File: src/rtl/rr_decoder_scheduler.sv
// Round-robin scheduler: grants one of 8 requesters a shared 3-to-8 decoded resource,
// with dead time between owners. Define RR_TIMEOUT_EN to revoke grants held MAX_HOLD cycles.
module rr_decoder_scheduler #(
    parameter int unsigned GAP_CYCLES = 1,
    parameter int unsigned MAX_HOLD   = 255
) (
    input  logic       Clk,
    input  logic       Reset,
    input  logic [7:0] req,
    output logic [7:0] gnt,
    output logic [2:0] sel,
    output logic       busy
);

    typedef enum logic [1:0] {StIdle, StGrant, StGap} state_e;

    state_e     state_q, state_d;
    logic [2:0] ptr_q, ptr_d;
    logic [3:0] gap_cnt_q, gap_cnt_d;
    logic [7:0] gnt_q, gnt_d;
    logic [2:0] sel_q, sel_d;
    logic       busy_q, busy_d;

    logic [7:0] arb_req;
    logic [7:0] rot;
    logic       found;
    logic [2:0] off;
    logic [2:0] win;
    logic       owner_req;
    logic       timeout_hit;
    logic       leave_grant;

`ifdef RR_TIMEOUT_EN
    logic [7:0] hold_q, hold_d;
    logic       revoked_q, revoked_d;
    logic [7:0] others;

    // A revoked owner yields only when someone else is actually waiting.
    assign others      = req & ~(8'b1 << sel_q);
    assign arb_req     = (revoked_q && (others != 8'h00)) ? others : req;
    assign timeout_hit = (hold_q == 8'(MAX_HOLD - 1));
`else
    assign arb_req     = req;
    assign timeout_hit = 1'b0;
`endif

    assign owner_req   = req[sel_q];
    assign leave_grant = !owner_req || timeout_hit;

    // First set bit scanning upward from ptr, wrapping mod 8.
    always_comb begin
        rot   = 8'(({arb_req, arb_req}) >> ptr_q);
        found = 1'b0;
        off   = 3'd0;
        for (int k = 0; k < 8; k++) begin
            if (!found && rot[k]) begin
                found = 1'b1;
                off   = 3'(k);
            end
        end
        win = ptr_q + off;
    end

    always_ff @(posedge Clk or posedge Reset) begin
        if (Reset) begin
            state_q   <= StIdle;
            ptr_q     <= 3'd0;
            gap_cnt_q <= 4'd0;
            gnt_q     <= 8'h00;
            sel_q     <= 3'd0;
            busy_q    <= 1'b0;
`ifdef RR_TIMEOUT_EN
            hold_q    <= 8'd0;
            revoked_q <= 1'b0;
`endif
        end else begin
            state_q   <= state_d;
            ptr_q     <= ptr_d;
            gap_cnt_q <= gap_cnt_d;
            gnt_q     <= gnt_d;
            sel_q     <= sel_d;
            busy_q    <= busy_d;
`ifdef RR_TIMEOUT_EN
            hold_q    <= hold_d;
            revoked_q <= revoked_d;
`endif
        end
    end

    always_comb begin
        state_d   = state_q;
        ptr_d     = ptr_q;
        gap_cnt_d = gap_cnt_q;
`ifdef RR_TIMEOUT_EN
        hold_d    = hold_q;
        revoked_d = revoked_q;
`endif
        unique case (state_q)
            StIdle: begin
                if (found) begin
                    state_d = StGrant;
`ifdef RR_TIMEOUT_EN
                    hold_d    = 8'd0;
                    revoked_d = 1'b0;
`endif
                end
            end
            StGrant: begin
                if (leave_grant) begin
                    state_d   = StGap;
                    ptr_d     = sel_q + 3'd1;
                    gap_cnt_d = 4'd0;
`ifdef RR_TIMEOUT_EN
                    revoked_d = owner_req;
                end else begin
                    hold_d = hold_q + 8'd1;
`endif
                end
            end
            StGap: begin
                if (gap_cnt_q == 4'(GAP_CYCLES - 1)) begin
                    state_d   = StIdle;
                    gap_cnt_d = 4'd0;
                end else begin
                    gap_cnt_d = gap_cnt_q + 4'd1;
                end
            end
            default: state_d = StIdle;
        endcase
    end

    // Next registered output values; sel keeps the last owner while idle.
    always_comb begin
        gnt_d  = gnt_q;
        sel_d  = sel_q;
        busy_d = busy_q;
        if (state_q == StIdle && found) begin
            gnt_d  = 8'b1 << win;
            sel_d  = win;
            busy_d = 1'b1;
        end else if (state_q == StGrant && leave_grant) begin
            gnt_d  = 8'h00;
            busy_d = 1'b0;
        end else if (state_q != StGrant) begin
            gnt_d  = 8'h00;
            busy_d = 1'b0;
        end
    end

    assign gnt  = gnt_q;
    assign sel  = sel_q;
    assign busy = busy_q;

endmodule

File: config.mk
export PLATFORM = sky130hd
export DESIGN_NAME = rr_decoder_scheduler
export DESIGN_NICKNAME = d
export VERILOG_FILES = /design/src/rtl/rr_decoder_scheduler.sv
export SDC_FILE = /design/constraint.sdc
export NUM_CORES = 1
export LEC_CHECK = 0
export ABC_CLOCK_PERIOD_IN_PS = 3700
export BUFFER_PORTS_ARGS = -buffer_cell sky130_fd_sc_hd__buf_2
export CAP_MARGIN = 40
export CORE_MARGIN = 2
export CORE_UTILIZATION = 53
export DETAILED_ROUTE_END_ITERATION = 8
export PLACE_DENSITY_LB_ADDON = 0.12
export SYNTH_ARGS = -nofsm -noshare
export SYNTH_HDL_FRONTEND = slang
export SYNTH_SLANG_ARGS = --single-unit
export TNS_END_PERCENT = 30
File: constraint.sdc
create_clock -name Clk -period 3.7 [get_ports Clk]
set_clock_uncertainty 0.15 [all_clocks]
set_input_delay 0.925 -clock Clk [delete_from_list [all_inputs] [get_ports Clk]]
set_output_delay 0.925 -clock Clk [all_outputs]
set_load 0.02 [all_outputs]
==> run_results.csv <==
group,metric,value,unit
outcome,status,"completed",
synth,ys_seq_elements,21,
timing,tightestPinTransition,0.764,ns
synth,ys_types,45,
timing,fin_hold_ws,0.357,ns
layout,drive_gt1_share,26.6,%
setup_path,crit_type,"in -> reg",
route,dr.max_layer_used,"met4",
floorplanning,core,3360,sq um
setup_path,crit_path_end_kind,"flip-flop",
setup_path,cp_data_required_time,3.75,ns
setup_path,r2r_cells,11,
timing,clock.fmax,279,MHz
route,wl_met1,2.07,mm
grt,grt_use_total,25.6,%
placed_design,dp_slack,-0.158,ns
synth,synth_seq_area_share,28.3,%
timing,relSlewSlack,49.0,%
route,wirelength,4.82,mm
floorplanning,die_w,63.2,microns
timing,report.final.slew_viol_count,0,
timing,fin_crit_sh,96.9,%
synth,synth_ff_type,"dfrtp_1",
setup_path,reg2reg_to,"gnt[6]",
synth,synth_edf_count,0,
setup_path,start_kind,"input pin",
setup_path,crit_fanout,5,
min_path,holdCritPathClass,"reg -> reg",
floorplanning,die_h,63.2,microns
cts,clk_latency,0.31,ns
synth,syn_inst,207,
layout,fill_cells,322,
synth,synth_fp_nets,225,
grt,grt_max_degree,22,
grt,antenna_found_initial,0,
route,dr_wl_met2,2.54,mm
route,drt_iter0_drc,150,
synth,synth.top_cell.area_share,28.3,%
cts,cts_buffers,3,
job,drv_cap,0,
synth,netlist_top_cells_area,"dfrtp_1 28%, mux4_2 8.5%, nand2_1 6.9%",
route,drc,0,
pwr,p_per_area,907,nW/um^2
floorplanning,die_area,3990,sq um
min_path,min_path_cells,2,
cts,cts_buffer_depth,2,
route,wl_met3,163,microns
layout,fin_util,64.3,%
setup_path,cp-endpoint,"gnt[6]",
timing,tns,0,ns
synth,synth.cell_area,1860,sq um
pwr,vdd_drop_max,0.575,mV
placed_design,placed_cell_area,2120,sq um
floorplanning,io_pins,22,
route,wl_per_cell,16.8,microns
route,via_count,1732,
timing,setup_viol,0,
setup_path,worstPathArrival,3.64,ns
layout,syn2layout_area_growth,16.4,%
synth,synth_largest_area_cell,"dfrtp_1",
placed_design,placed_cells,283,
cts,cts_tree,"built",
cts,cts_root_buffer,"clkbuf_4",
setup_path,r2r-start,"ptr_q[0]",
layout,stdcell_area,2160,sq um
cts,h-tree-depth,1,
synth,synthArstFlopShare,100,%
timing,hold_violations,0,
setup_path,crit_start,"req[5]",
pwr,p_total,1.96,mW
route,dr.pass1.iters,4,
route,routed_via_density,6.03,
route,ant_nets,0,
grt,grt_pass1_vias,1697,
layout,finalNetCount,260,
synth,syn_area_per_cell,8.97,sq um
placed_design,dp_hpwl,3.73,mm
min_path,min_from,"gnt[1]",
floorplanning,start_util,55.2,%
cts,clkTransAtPathRegs,0.12,ns
grt,grt_overflow,0,
grt,grt_pass1_wl,8.07,mm
pwr,p_leak,1.03,nW
timing,postLayoutSetupSlackWorst,0.115,ns
setup_path,r2r_slack,0.18,ns
placed_design,gp_congestion,0.804,
placed_design,io_buffer_count,21,
layout,final_cells,287,
cts,cts_sinks,21,
floorplanning,core.rowCount,21,
layout,diodes,0,
synth,yosysWarnings,0,
timing,min_period,3.58,ns
## what timing repair did
action	4_1_cts	5_1_grt
hold buffers	0	0
endpoints found under the setup margin	0	6
gates resized for setup	0	5
buffers inserted	0	0
## worst min path at each step
stage / slack [ns] / endpoint
detailed placement: 0.33 / gnt[1]
global route: 0.38 / gnt[1]
finish: 0.36 / gnt[1]
CTS: 0.36 / gnt[1]
global placement: 0.32 / gnt[3]
floorplan: 0.33 / gap_cnt_q[3]
## report_power, final
part	internal, mW	leakage, nW	switching, mW
registers	0.299	0.271	0.0956
clock network	0.0404	0.0177	0.0709
logic	0.634	0.741	0.822
## Yosys cell counts (4+ instances only)
cell and number:
a31oi_1 5, a32o_1 4, a32oi_1 9, buf_2 4, clkbuf_1 7, dfrtp_1 21
ha_1 7, inv_1 10, mux2_1 5, mux2i_1 11, mux4_2 7, nand2_1 34
nand2b_1 5, nand3_1 6, nand3b_1 4, nor2_1 12, o21ai_0 6, o21ai_1 5
## layout by cell type (no fill, tap or decap), types with 3 or more instances in the layout
master    instances
nor2b_1           3
a32o_1            4
nand3_1           6
mux2i_1          10
nand2_1          34
ha_1              7
a31oi_1           5
nor2_1           11
inv_1            10
or3_1             3
o21ai_1           5
o21ai_0           6
nand3b_1          4
nand4_1           3
mux2_1            5
dfrtp_1          20
mux4_2            7
nand2b_1          5
a32oi_1           9
clkbuf_4          3
buf_2            21
nor3_1            3
buf_4            22
## logic make-up (layout without fill, tap and decap cells)
logic type                 count (synthesis)  in the layout  share of synthesized area, %
and+or+nand+nor                           78             78                          20.4
buffers and inverters                     24             58                          5.93
muxes                                     26             26                          19.9
xor gates and xnor gates                   3              3                          1.42
adders and majority gates                  8              8                          5.79
AOI/OAI and AO/OA                         47             47                          18.3
DFF                                       21             21                          28.3
## registers in the layout, indices dropped and copies added, names as in the netlist
register,cells
gnt,8
sel,3
ptr_q,3
state_q,2
busy,1
gap_cnt_q,4
## layer usage
metal / up-vias / global-route usage (%)
met3: 6 / 1.43
li1: 838 / -
met5: - / 0
met2: 52 / 48.3
met1: 836 / 31.8
met4: 0 / 6.52
## layout make-up
type                            instances  area, sq um  share of cell area, %
Clock inverter                          1         5.00                  0.231
Tap cell                               46         57.6                   2.66
Clock buffer                            3         22.5                   1.04
Timing Repair Buffer                   43          270                   12.5
Sequential cell                        21          527                   24.4
Multi-Input combinational cell        162         1240                   57.3
Inverter                               11         41.3                   1.91
## worst max-delay path: stages
cell     delay (ns)
buf_2          0.13
buf_4          0.15
mux2i_1        0.16
o21ai_0        0.13
mux4_2         0.51
a32o_1         0.25
ha_1           0.19
fa_2           0.36
xor2_1         0.39
nor2_1         0.13
a32oi_1        0.23
nand2_1        0.08
Note: power is estimated with default switching activity, not from simulation.
